==> src/rtl/buffer_reader_vga_pkg.sv <==
// Shared definitions for the frame-buffer read side: 640x480@60 default timing,
// total-period derivation and the stage-1 control bundle. The capture-side
// modules import the same timing constants.
package buffer_reader_vga_pkg;

  localparam int VGA_H_ACTIVE = 640;
  localparam int VGA_H_FP     = 16;
  localparam int VGA_H_SYNC   = 96;
  localparam int VGA_H_BP     = 48;
  localparam int VGA_V_ACTIVE = 480;
  localparam int VGA_V_FP     = 10;
  localparam int VGA_V_SYNC   = 2;
  localparam int VGA_V_BP     = 33;

  // Full period of one axis: visible + front porch + sync + back porch.
  function automatic int vga_total(input int active, input int fp, input int sync, input int bp);
    return active + fp + sync + bp;
  endfunction

  localparam int VGA_H_TOTAL = vga_total(VGA_H_ACTIVE, VGA_H_FP, VGA_H_SYNC, VGA_H_BP);
  localparam int VGA_V_TOTAL = vga_total(VGA_V_ACTIVE, VGA_V_FP, VGA_V_SYNC, VGA_V_BP);

  // Per-pixel control decoded from the raster position; travels with the RAM read.
  typedef struct packed {
    logic act;
    logic win;
    logic hs_n;
    logic vs_n;
    logic fs;
  } ctl_t;

  // Idle value: syncs deasserted (high), nothing visible, no frame pulse.
  localparam ctl_t CTL_IDLE = '{act: 1'b0, win: 1'b0, hs_n: 1'b1, vs_n: 1'b1, fs: 1'b0};

endpackage

==> src/rtl/vga_timing_gen.sv <==
// Raster counters plus the position decodes (active area, sync pulses, frame start).
// The counters stay parked at (0,0) on the first edge after reset so that the
// first frame starts cleanly one cycle after release.
module vga_timing_gen
  import buffer_reader_vga_pkg::*;
#(
  parameter int H_ACTIVE = VGA_H_ACTIVE,
  parameter int H_FP     = VGA_H_FP,
  parameter int H_SYNC   = VGA_H_SYNC,
  parameter int H_BP     = VGA_H_BP,
  parameter int V_ACTIVE = VGA_V_ACTIVE,
  parameter int V_FP     = VGA_V_FP,
  parameter int V_SYNC   = VGA_V_SYNC,
  parameter int V_BP     = VGA_V_BP,
  parameter int HCW      = $clog2(vga_total(H_ACTIVE, H_FP, H_SYNC, H_BP)),
  parameter int VCW      = $clog2(vga_total(V_ACTIVE, V_FP, V_SYNC, V_BP))
) (
  input  logic           clk,
  input  logic           rst_n,
  output logic           run,
  output logic [HCW-1:0] hc,
  output logic [VCW-1:0] vc,
  output logic           act,
  output logic           hs_n,
  output logic           vs_n,
  output logic           fs
);

  localparam int H_TOTAL = vga_total(H_ACTIVE, H_FP, H_SYNC, H_BP);
  localparam int V_TOTAL = vga_total(V_ACTIVE, V_FP, V_SYNC, V_BP);

  localparam logic [HCW-1:0] H_LAST   = HCW'(H_TOTAL - 1);
  localparam logic [VCW-1:0] V_LAST   = VCW'(V_TOTAL - 1);
  localparam logic [HCW-1:0] H_ACT_C  = HCW'(H_ACTIVE);
  localparam logic [VCW-1:0] V_ACT_C  = VCW'(V_ACTIVE);
  localparam logic [HCW-1:0] HS_BEG   = HCW'(H_ACTIVE + H_FP);
  localparam logic [HCW-1:0] HS_END   = HCW'(H_ACTIVE + H_FP + H_SYNC - 1);
  localparam logic [VCW-1:0] VS_BEG   = VCW'(V_ACTIVE + V_FP);
  localparam logic [VCW-1:0] VS_END   = VCW'(V_ACTIVE + V_FP + V_SYNC - 1);

  logic [HCW-1:0] hc_q, hc_d;
  logic [VCW-1:0] vc_q, vc_d;
  logic           run_q, run_d;

  // Next raster position: advance hc, carry into vc at end of line, wrap at end of frame.
  always_comb begin
    hc_d  = hc_q;
    vc_d  = vc_q;
    run_d = 1'b1;
    if (run_q) begin
      if (hc_q == H_LAST) begin
        hc_d = '0;
        vc_d = (vc_q == V_LAST) ? '0 : vc_q + VCW'(1);
      end else begin
        hc_d = hc_q + HCW'(1);
      end
    end
  end

  // Counter state; reset returns the raster to the top-left and parks it for one edge.
  always_ff @(posedge clk) begin
    if (!rst_n) begin
      hc_q  <= '0;
      vc_q  <= '0;
      run_q <= 1'b0;
    end else begin
      hc_q  <= hc_d;
      vc_q  <= vc_d;
      run_q <= run_d;
    end
  end

  // Position decodes; all forced idle while the raster is parked.
  always_comb begin
    act  = run_q && (hc_q < H_ACT_C) && (vc_q < V_ACT_C);
    hs_n = !(run_q && (hc_q >= HS_BEG) && (hc_q <= HS_END));
    vs_n = !(run_q && (vc_q >= VS_BEG) && (vc_q <= VS_END));
    fs   = run_q && (hc_q == '0) && (vc_q == '0);
  end

  assign run = run_q;
  assign hc  = hc_q;
  assign vc  = vc_q;

endmodule

==> src/rtl/buffer_reader_vga.sv <==
// Frame-buffer read client: scans the VGA raster, issues buffer reads for the
// image window at the top-left of the screen and presents pixels with sync and
// data-enable, all delayed by the same two clocks.
module buffer_reader_vga
  import buffer_reader_vga_pkg::*;
#(
  parameter int AW       = 15,
  parameter int DW       = 8,
  parameter int IMG_W    = 160,
  parameter int IMG_H    = 120,
  parameter int H_ACTIVE = VGA_H_ACTIVE,
  parameter int H_FP     = VGA_H_FP,
  parameter int H_SYNC   = VGA_H_SYNC,
  parameter int H_BP     = VGA_H_BP,
  parameter int V_ACTIVE = VGA_V_ACTIVE,
  parameter int V_FP     = VGA_V_FP,
  parameter int V_SYNC   = VGA_V_SYNC,
  parameter int V_BP     = VGA_V_BP
) (
  input  logic          clk,
  input  logic          rst_n,
  output logic [AW-1:0] addr_out,
  input  logic [DW-1:0] data_in,
  input  logic          blank,
  output logic          hsync,
  output logic          vsync,
  output logic          de,
  output logic [DW-1:0] rgb,
  output logic          frame_start
);

  localparam int H_TOTAL = vga_total(H_ACTIVE, H_FP, H_SYNC, H_BP);
  localparam int V_TOTAL = vga_total(V_ACTIVE, V_FP, V_SYNC, V_BP);
  localparam int HCW     = $clog2(H_TOTAL);
  localparam int VCW     = $clog2(V_TOTAL);

  localparam logic [HCW-1:0] H_LAST  = HCW'(H_TOTAL - 1);
  localparam logic [VCW-1:0] V_LAST  = VCW'(V_TOTAL - 1);
  localparam logic [HCW-1:0] IMG_W_C = HCW'(IMG_W);
  localparam logic [VCW-1:0] IMG_H_C = VCW'(IMG_H);

  if (IMG_W > H_ACTIVE) begin : g_bad_img_w
    $error("buffer_reader_vga: IMG_W (%0d) exceeds H_ACTIVE (%0d)", IMG_W, H_ACTIVE);
  end
  if (IMG_H > V_ACTIVE) begin : g_bad_img_h
    $error("buffer_reader_vga: IMG_H (%0d) exceeds V_ACTIVE (%0d)", IMG_H, V_ACTIVE);
  end
  if (longint'(IMG_W) * longint'(IMG_H) > (longint'(1) << AW)) begin : g_bad_aw
    $error("buffer_reader_vga: IMG_W*IMG_H does not fit in AW=%0d address bits", AW);
  end

  logic           run;
  logic [HCW-1:0] hc;
  logic [VCW-1:0] vc;
  logic           act, hs_n, vs_n, fs;
  logic           win, frame_end;

  vga_timing_gen #(
    .H_ACTIVE (H_ACTIVE),
    .H_FP     (H_FP),
    .H_SYNC   (H_SYNC),
    .H_BP     (H_BP),
    .V_ACTIVE (V_ACTIVE),
    .V_FP     (V_FP),
    .V_SYNC   (V_SYNC),
    .V_BP     (V_BP),
    .HCW      (HCW),
    .VCW      (VCW)
  ) u_timing (
    .clk   (clk),
    .rst_n (rst_n),
    .run   (run),
    .hc    (hc),
    .vc    (vc),
    .act   (act),
    .hs_n  (hs_n),
    .vs_n  (vs_n),
    .fs    (fs)
  );

  logic [AW-1:0] addr_q, addr_d;
  ctl_t          ctl_p1_q, ctl_p1_d;
  logic [DW-1:0] rgb_p2_q, rgb_p2_d;
  logic          hs_n_p2_q, hs_n_p2_d;
  logic          vs_n_p2_q, vs_n_p2_d;
  logic          de_p2_q, de_p2_d;
  logic          fs_p2_q, fs_p2_d;

  // Image window and end-of-frame detection from the current raster position.
  always_comb begin
    win       = run && (hc < IMG_W_C) && (vc < IMG_H_C);
    frame_end = (hc == H_LAST) && (vc == V_LAST);
  end

  // Read address tracks the window pixel index; frame wrap beats the increment.
  always_comb begin
    addr_d = addr_q;
    if (frame_end) begin
      addr_d = '0;
    end else if (win) begin
      addr_d = addr_q + AW'(1);
    end
  end

  // ---- stage 0 -> stage 1: control captured while the RAM read is in flight ----
  always_comb begin
    ctl_p1_d = '{act: act, win: win, hs_n: hs_n, vs_n: vs_n, fs: fs};
  end

  // ---- stage 1 -> stage 2: pixel mux (window, blank) and registered outputs ----
  always_comb begin
    rgb_p2_d  = (ctl_p1_q.win && !blank) ? data_in : '0;
    hs_n_p2_d = ctl_p1_q.hs_n;
    vs_n_p2_d = ctl_p1_q.vs_n;
    de_p2_d   = ctl_p1_q.act;
    fs_p2_d   = ctl_p1_q.fs;
  end

  // Address counter and both pipeline stages; reset clears everything to idle.
  always_ff @(posedge clk) begin
    if (!rst_n) begin
      addr_q    <= '0;
      ctl_p1_q  <= CTL_IDLE;
      rgb_p2_q  <= '0;
      hs_n_p2_q <= 1'b1;
      vs_n_p2_q <= 1'b1;
      de_p2_q   <= 1'b0;
      fs_p2_q   <= 1'b0;
    end else begin
      addr_q    <= addr_d;
      ctl_p1_q  <= ctl_p1_d;
      rgb_p2_q  <= rgb_p2_d;
      hs_n_p2_q <= hs_n_p2_d;
      vs_n_p2_q <= vs_n_p2_d;
      de_p2_q   <= de_p2_d;
      fs_p2_q   <= fs_p2_d;
    end
  end

  assign addr_out    = addr_q;
  assign rgb         = rgb_p2_q;
  assign hsync       = hs_n_p2_q;
  assign vsync       = vs_n_p2_q;
  assign de          = de_p2_q;
  assign frame_start = fs_p2_q;

endmodule

==> config.mk <==
export PLATFORM = sky130hd
export DESIGN_NAME = buffer_reader_vga
export DESIGN_NICKNAME = d
export VERILOG_FILES = /design/src/rtl/buffer_reader_vga_pkg.sv /design/src/rtl/vga_timing_gen.sv /design/src/rtl/buffer_reader_vga.sv
export SDC_FILE = /design/constraint.sdc
export NUM_CORES = 1
export LEC_CHECK = 0
export ABC_AREA = 1
export CAP_MARGIN = 20
export CORE_MARGIN = 2
export CORE_UTILIZATION = 49
export DETAILED_ROUTE_END_ITERATION = 6
export GPL_TIMING_DRIVEN = 1
export PLACE_DENSITY = 0.8
export RECOVER_POWER = 100
export SLEW_MARGIN = 20
export SYNTH_ARGS = -nofsm -noshare
export SYNTH_HDL_FRONTEND = slang
export SYNTH_HIERARCHICAL = 1
export SYNTH_SLANG_ARGS = --single-unit
export TNS_END_PERCENT = 5
==> constraint.sdc <==
create_clock -name clk -period 1.5 [get_ports clk]
set_clock_uncertainty 0.2 [all_clocks]
set_input_delay 0.3 -clock clk [delete_from_list [all_inputs] [get_ports clk]]
set_output_delay 0.3 -clock clk [all_outputs]
set_load 0.03 [all_outputs]
== Yosys cells after proc, flatten, opt, wreduce, memory -nomap -nowiden ==
Index checks and enable logic that the tools add are counted.
Cells by class
  equality and inequality tests: 2
  bitwise gates (word level): 1
  $lt $le $gt $ge: 8
  $mul: 0
  $add $sub $neg: 3
  div/mod/pow operators: 0
  reduce and logical (&&, ||, !) cells: 20
  muxes and demuxes: 3
  shift-type cells: 0
Operators with widths (number)
  10-bit by 1-bit adder with 10-bit output (second input constant): 2
  10-bit equality test (second input constant): 2
  10-bit logical NOT: 2
  10-bit two-way mux: 2
  15-bit by 1-bit adder with 15-bit output (second input constant): 1
  1-bit logical AND: 12
  10-bit >= comparator (second input constant): 1
  10-bit by 9-bit >= comparator with 1-bit output (second input constant): 1
  10-bit less-or-equal comparator (second input constant): 1
  10-bit by 9-bit less-or-equal comparator with 1-bit output (second input constant): 1
  10-bit < comparator (second input constant): 1
  10-bit by 7-bit < comparator with 1-bit output (second input constant): 1
  10-bit by 8-bit < comparator with 1-bit output (second input constant): 1
  10-bit by 9-bit < comparator with 1-bit output (second input constant): 1
  2-bit AND reduction: 2
  1-bit logical NOT: 3
  2-bit OR reduction: 1
  1-bit two-way mux: 1
  1-bit NOT: 1
Storage, ports and cells
  ROM bits: 0
  bits in writable memories: 0
  memories: 0
  latch bits: 0
  output and inout bits: 27
  bits in registers: 53

== Longest topological paths before layout ==
Gate-level depths: netlist of the first run.
  word-level depth: 4
  gate-level depth with buffers: 9

== Hierarchy ==
Netlist of the first run, hierarchy kept.
Modules (own cells, without submodules)
  buffer_reader_vga: area an instance 1507.7 µm², cells an instance 224, instances 1
  vga_timing_gen: area an instance 1277.5 µm², cells an instance 200, instances 1

== Worst setup path after synthesis of the first run ==
No wires, ideal clock.
  path kind: register -> register
  start point: register addr_q[0] (netlist: addr_out[0])
  end point: register addr_q[10] (netlist: addr_out[10])
  path slack: -187 ps
  stages on the path, launching flop included: 7
  path buffers: 0
  data arrival time: 1371 ps
  library setup time: 116 ps
  cells stage by stage: dfxtp_1 -> ha_1 -> nand4_1 -> nor2_1 -> nand3_1 -> nand2_1 -> nor2_1
Between the ends
  longest elaborated chain between the ends: 1
Ends and longest elaborated chain
  from (decl): line buffer_reader_vga.sv:81  | logic [AW-1:0] addr_q, addr_d;
  from (signal assigned): line buffer_reader_vga.sv:130  | addr_q <= addr_d;
  15-bit by 1-bit adder with 15-bit output: line buffer_reader_vga.sv:101  | addr_d = addr_q + AW'(1);
No other way between the ends.
A chain may end at the register's enable or synchronous reset.

== Worst setup path in the final report of the first run ==
  start point: register u_timing.hc_q[7] (netlist: u_timing/hc[7])
  end point: register ctl_p1_q (netlist bit hs_n_p2_d)
Between the ends
  longest elaborated chain between the ends: 4
  elaborated cells on any way between the ends: 5
  classes of those cells: order compare (2); reduce/logical (3)
Ends and longest elaborated chain
  from (decl): line vga_timing_gen.sv:41  | logic [HCW-1:0] hc_q, hc_d;
  from (signal assigned): line vga_timing_gen.sv:63  | hc_q <= '0;
  from (signal assigned): line vga_timing_gen.sv:67  | hc_q <= hc_d;
  10-bit >= comparator: line vga_timing_gen.sv:76  | hs_n = !(run_q && (hc_q >= HS_BEG) && (hc_q <= HS_END));
  1-bit logical AND: line vga_timing_gen.sv:76
  1-bit logical AND (*): line vga_timing_gen.sv:76
  1-bit logical NOT (*): line vga_timing_gen.sv:76
  net hs_n: line buffer_reader_vga.sv:55  | logic act, hs_n, vs_n, fs;
  to (signal assigned): line buffer_reader_vga.sv:131  | ctl_p1_q <= ctl_p1_d;
  to (decl): line buffer_reader_vga.sv:82  | ctl_t ctl_p1_q, ctl_p1_d;
Mark *: on every way through the listed nets, which the timed path passes. The rest lies on a longest branch.

==> flow_summary.ini, run 1 <==
[synthesis]
synthAdderAreaFrac_pct = 2.25
synthCells = 424
synthesis.nets = 440
ys_types = 33
synth_enable_flop_cells = 0
synth_ff_type = dfxtp_1
synth_compound_area_share_pct = 4.40
syn_avg_cell_area_sq_um = 6.57
synthMuxAreaShare_pct = 0
async_reset_ff_share_pct = 0
ys_seq_elements = 53
yosys_warnings = 6
synth-xor-area-share_pct = 1.57
synth_top_family_by_area = simple AND/OR/NAND/NOR gates
syn_area_sq_um = 2790
ys_seq_area_share_pct = 38.1
synth-simple-area-share_pct = 43.2

[setup_path]
cp_top_family = simple AND/OR/NAND/NOR gates
cpMaxStageDelayCell = dfxtp_4
arrival_ps = 1560
r2r-start = u_timing/hc[7]
critPathKind = flip-flop to flip-flop
critPathBufInv = 1
start_kind = flip-flop
endpoint_kind = flip-flop
required_ps = 1510
cp_max_fo = 4
cp_cell_sequence = buf_4 > nand2_1 > nor4_1 > o21ai_1 > or2_2
startpoint = u_timing/hc[7]
max_stage_delay_ps = 380

[placed_design]
io_buffers = 37
gp_congestion = 0.865
dpl.hpwl_um = 5020

[final_layout]
drive_above_1_share_pct = 32.7
syn_to_final_growth_pct = 35.7
final_util_pct = 68.6
final_cell_mix = 106 x nand2_1, 69 x nor2_1, 61 x inv_1
n_antenna_cell = 0
seq_area_sq_um = 1120
mostFrequentLayoutCell = nand2_1
multi_input_area_sq_um = 1590
fillers = 474
layout.nets = 529

[sta]
layout_min_cycle_time_ps = 1550
timing.fmax_mhz = 645
setup_viol = 3
rsz0062_at_grt = true
drv_slew = 0
finalSetupTns_ps = -73.0
worst_slew_pin_slew_ps = 388
fin_ws_ps = -49.8
period_share_pct = 103
slew_headroom_pct = 74.3
hold_viol_final = 0

[worst_hold_path]
min_from = de_p2_d
hp-class = flip-flop to flip-flop

[drt]
dr.pass1.iters = 4
totalWireLength_um = 6880
drtIter0Drc = 126
vias_per_cell = 4.88
final_antenna_net_count = 0
route.vias.total = 2859
drc = 0
wl_per_cell_um = 11.7

[clock_tree]
cts_buffer_depth = 2
clockRootBuffer = clkbuf_8
postCtsHoldBufs = 0
cts_sinks = 53
clkTransAtPathRegs_ps = 100
cts_buffers = 5
cts_tree = done
cts_max_level = 2
clk_latency_ps = 310

[global_routing]
grt_usage_pct = 22.5
grt_overflow_total = 0
grt_max_degree = 19
grt_pass1_vias = 2756
grt_pass1_wl_um = 11500
antenna_found_initial = 0

[status]
violations = setup timing
outcome = finished with violations

[flow_run]
cap_violations = 0

[die]
coreArea_sq_um = 5510
rows = 27
die_area_sq_um = 6300
die_width_um = 79.4
start_util_pct = 50.6
die_y_um = 79.4
io-pin-count = 38

[pwr]
peakVddDrop_v = 0.000411
powerDensity_nw_per_um2 = 661
leakage_nw = 1.74
-- cell usage after synthesis (2+ instances only) --
library cell / instances / share of area (%)
nand2_1: 115 / 15
nor2_1: 82 / 11
inv_1: 64 / 8.6
dfxtp_1: 53 / 38
nand3_1: 18 / 3.2
nand4_1: 12 / 2.7
a21oi_1: 8 / 1.4
nor2_2: 8 / 1.8
nor3_1: 7 / 1.3
inv_2: 6 / 0.81
nand2_2: 6 / 1.3
ha_1: 5 / 2.2
xor2_1: 5 / 1.6
o21ai_0: 4 / 0.72
or2_2: 4 / 0.90
nand3_2: 3 / 1.1
nand3b_1: 3 / 0.81
nor4_1: 3 / 0.67
o21ai_1: 3 / 0.54
nor2_4: 2 / 0.81
-- routing by layer --
layer	GRT usage, %	up-vias	wire length, um
met1	26.2	1308	3060
met3	3.73	8	255
met2	42.2	55	3490
met4	6.55	0	65
li1	-	1488	-
met5	0	-	0
-- state kept, by name (all words and copies together) (netlist names) --
| signal | cells |
|---|---|
| hs_n_p2_d | 1 |
| addr_out | 15 |
| u_timing/hc | 10 |
| ctl_p1_q | 1 |
| rgb | 8 |
| u_timing/run | 1 |
| de_p2_d | 1 |
| u_timing/vc | 10 |
| vsync | 1 |
| fs_p2_d | 1 |
| de | 1 |
| vs_n_p2_d | 1 |
| hsync | 1 |
| frame_start | 1 |
-- cell families after synthesis --
| logic type | count (synthesis) |
|---|---|
| buffers and inverters | 73 |
| AOI/OAI and AO/OA | 21 |
| xor gates and xnor gates | 5 |
| adders and majority gates | 5 |
| DFF | 53 |
| and+or+nand+nor | 267 |
-- worst paths after layout --
check                                 end  slack [ps]  cells after the start
worst max-delay path            hs_n_p2_d         -50                      5
worst min-delay path                   de         230                      2
worst max register to register  hs_n_p2_d         -50                      5
worst min register to register         de         230                      2
-- metrics by stage --
step           hold WS, ps  setup WS, ps  power, mW  cells  instance area [sq um]
2_1_floorplan          128          5.08       1.59    424                   2800
3_3_place_gp           195          -113       1.69    574                   3530
3_5_place_dp           201          -188       1.70    574                   3530
4_1_cts                228         -23.3       2.53    585                   3700
5_1_grt                248          -104       2.61    586                   3780
6_report               225         -49.8       2.50    586                   3780
-- worst register-to-register path, stage by stage (launching register included) --
cell and delay (ps):
dfxtp_4 380, buf_4 120, nand2_1 90, nor4_1 240, o21ai_1 110, or2_2 300
-- area by class of cell --
class | count | share of cell area (%)
Clock buffer | 5 | 1.82
Clock inverter | 3 | 0.563
Timing Repair Buffer | 83 | 16.6
Tap cell | 72 | 2.38
Inverter | 71 | 7.05
Multi-Input combinational cell | 299 | 42.0
Sequential cell | 53 | 29.6
-- power by group --
group	internal, mW	total [mW]	switching (mW)
sequential	1.42	1.44	0.0185
combinational	0.103	0.230	0.128
clock	0.333	0.832	0.500
-- timing repair --
| action | 4_1_cts | 5_1_grt |
|---|---|---|
| resized for setup | 52 | 64 |
| buffers inserted | 2 | 2 |
| gates cloned | 1 | 0 |
| setup endpoints to repair | 45 | 47 |
| pin swaps | 5 | 14 |
Power figures use the tool's default switching activity.
==> run 2, diff against run 1 <==
--- a/config.mk
+++ b/config.mk
@@ -7,6 +7,7 @@
 export LEC_CHECK = 0
 export ABC_AREA = 1
 export CAP_MARGIN = 20
+export CORE_ASPECT_RATIO = 1.5
 export CORE_MARGIN = 2
 export CORE_UTILIZATION = 49
 export DETAILED_ROUTE_END_ITERATION = 6
==> run 2 against run 1 <==
  * The run still ends with setup timing left
  * Power up 5.4%
  * First-iteration DRC count up 25%
  * Utilization down 0.66 points
  * Hold slack better by 8.3 ps
  * Worst setup slack better by 16 ps
  * Flip-flop and latch count unchanged
  * Clock-buffer cell count unchanged
  * Register-to-register slack better by 20 ps
  * Sequential power about the same
  * Fmax up 1.0%
  * Critical path depth up 2
  * Die area up 0.20%
==> flow_summary.ini, run 2 (same netlist as run 1, synthesis figures left out) <==
[clock_tree]
cts_max_level = 2
postCtsHoldBufs = 0
clockRootBuffer = clkbuf_8
clkTransAtPathRegs_ps = 100
clk_latency_ps = 300
cts_buffer_depth = 2
cts_sinks = 53
cts_buffers = 5
cts_tree = done

[placed_design]
dpl.hpwl_um = 5250
dpl_cell_area_sq_um = 3570
place_ws_ps = -133
gp_congestion = 0.868
io_buffers = 37

[sta]
drv_slew = 0
finalSetupTns_ps = -204
period_share_pct = 102
setup_viol = 12
whs_ps = 234
worst_slew_pin_slew_ps = 396
hold_viol_final = 0
fin_ws_ps = -33.8
layout_min_cycle_time_ps = 1530
rsz0062_at_grt = true
slew_headroom_pct = 73.7
timing.fmax_mhz = 652

[setup_path]
cp.depth = 7
critPathBufInv = 1
cp_max_fo = 4
arrival_ps = 1580
cpMaxStageDelayCell = dfxtp_4
r2r-start = addr_out[0]
critPathKind = flip-flop to flip-flop
required_ps = 1550
endpoint = addr_out[12]
r2r-end = addr_out[12]
start_kind = flip-flop
startpoint = addr_out[0]
r2r_slack_ps = -30
cp_top_family = simple AND/OR/NAND/NOR gates
cp_cell_sequence = ha_2 > nand4_1 > nor2_4 > nand3_1 > nand2_1 > inv_1 > nor2_1
max_stage_delay_ps = 360
endpoint_kind = flip-flop
worst_r2r_path_depth = 7

[global_routing]
grt_pass1_vias = 2712
grt_max_degree = 19
grt_usage_pct = 23.0
grt_overflow_total = 0
grt_pass1_wl_um = 11400
antenna_found_initial = 0

[die]
die_y_um = 96.3
die_width_um = 65.6
coreArea_sq_um = 5490
io-pin-count = 38
die_area_sq_um = 6320
rows = 33
start_util_pct = 50.7

[final_layout]
drive_above_1_share_pct = 30.7
n_antenna_cell = 0
layout.nets = 530
largest_register_ffs = 15
final_cell_mix = 107 x nand2_1, 71 x nor2_1, 63 x inv_1
syn_to_final_growth_pct = 34.1
mostFrequentLayoutCell = nand2_1
design_area_sq_um = 3730

[pwr]
swShare_pct = 23.2
internal_power_mw = 2.02
pwr-share-comb_pct = 8.7
peakVddDrop_v = 0.000504
seq_power_share_pct = 54.7
p_clk_share_pct = 36.6
leakage_nw = 1.74
powerDensity_nw_per_um2 = 705
p_sw_mw = 0.612

[status]
outcome = finished with violations
violations = setup timing

[drt]
route.vias.total = 2885
drtIter0Drc = 157
wl_per_cell_um = 12.0
totalWireLength_um = 7010
final_antenna_net_count = 0
dr.pass1.iters = 4
drc = 0
vias_per_cell = 4.93

[flow_run]
cap_violations = 0

[worst_hold_path]
hp-class = flip-flop to flip-flop
## run 2: stage by stage
step	cells	util (%)	power, mW
5_1_grt	585	68.0	2.74
3_5_place_dp	578	65.0	1.70
6_report	585	68.0	2.63
3_3_place_gp	578	65.0	1.69
2_1_floorplan	424	-	1.59
4_1_cts	586	67.8	2.66
## run 2: worst min-delay path by stage
| stage | from | to | slack (ps) | cells past startpoint |
|---|---|---|---|---|
| after floorplan | rst_n | u_timing/run | 130 | 0 |
| after global placement | hs_n_p2_d | hsync | 200 | 1 |
| after detailed placement | hs_n_p2_d | hsync | 210 | 1 |
| after CTS | vs_n_p2_d | vsync | 240 | 1 |
| after global routing | vs_n_p2_d | vsync | 240 | 1 |
| final | fs_p2_d | frame_start | 230 | 2 |
## run 2: cell type report
class / count / area, sq um
Clock buffer: 5 / 68.8
Clock inverter: 3 / 41.3
Fill cell: 466 / 1760
Inverter: 71 / 267
Multi-Input combinational cell: 298 / 1550
Sequential cell: 53 / 1090
Tap cell: 70 / 87.6
Timing Repair Buffer: 85 / 627
## run 2: worst reg2reg max path, delay by kind of cell (launching register included)
family,cells,cell delay [ps]
adder cells (fa/ha/maj),1,190
flip-flops,1,360
AND/OR/NAND/NOR,5,690
buffers and inverters,1,40
## run 2: metal layers
| metal | global-route usage (%) | routed length, um | up-vias | part of all wire [%] |
|---|---|---|---|---|
| met5 | 0 | 0 | - | 0 |
| met4 | 10.9 | 224 | 0 | 3.2 |
| met3 | 2.69 | 257 | 17 | 3.7 |
| met2 | 45.3 | 3740 | 74 | 53 |
| met1 | 23.6 | 2790 | 1310 | 40 |
| li1 | - | - | 1484 | - |
## run 2: what timing repair did
item | CTS | global route
gates resized for setup | 42 | 48
pin swaps | 0 | 9
endpoints found under the hold margin | 0 | 0
setup buffers | 0 | 0
endpoints found under the setup margin | 38 | 43
## run 2: power by group through the flow
stage	clock network, mW	registers (mW)	logic, mW
CTS	0.989	1.44	0.231
floorplan	0	1.49	0.0939
global placement	0	1.47	0.222
detailed placement	0	1.47	0.229
global route	1.05	1.44	0.251
finish	0.965	1.44	0.229
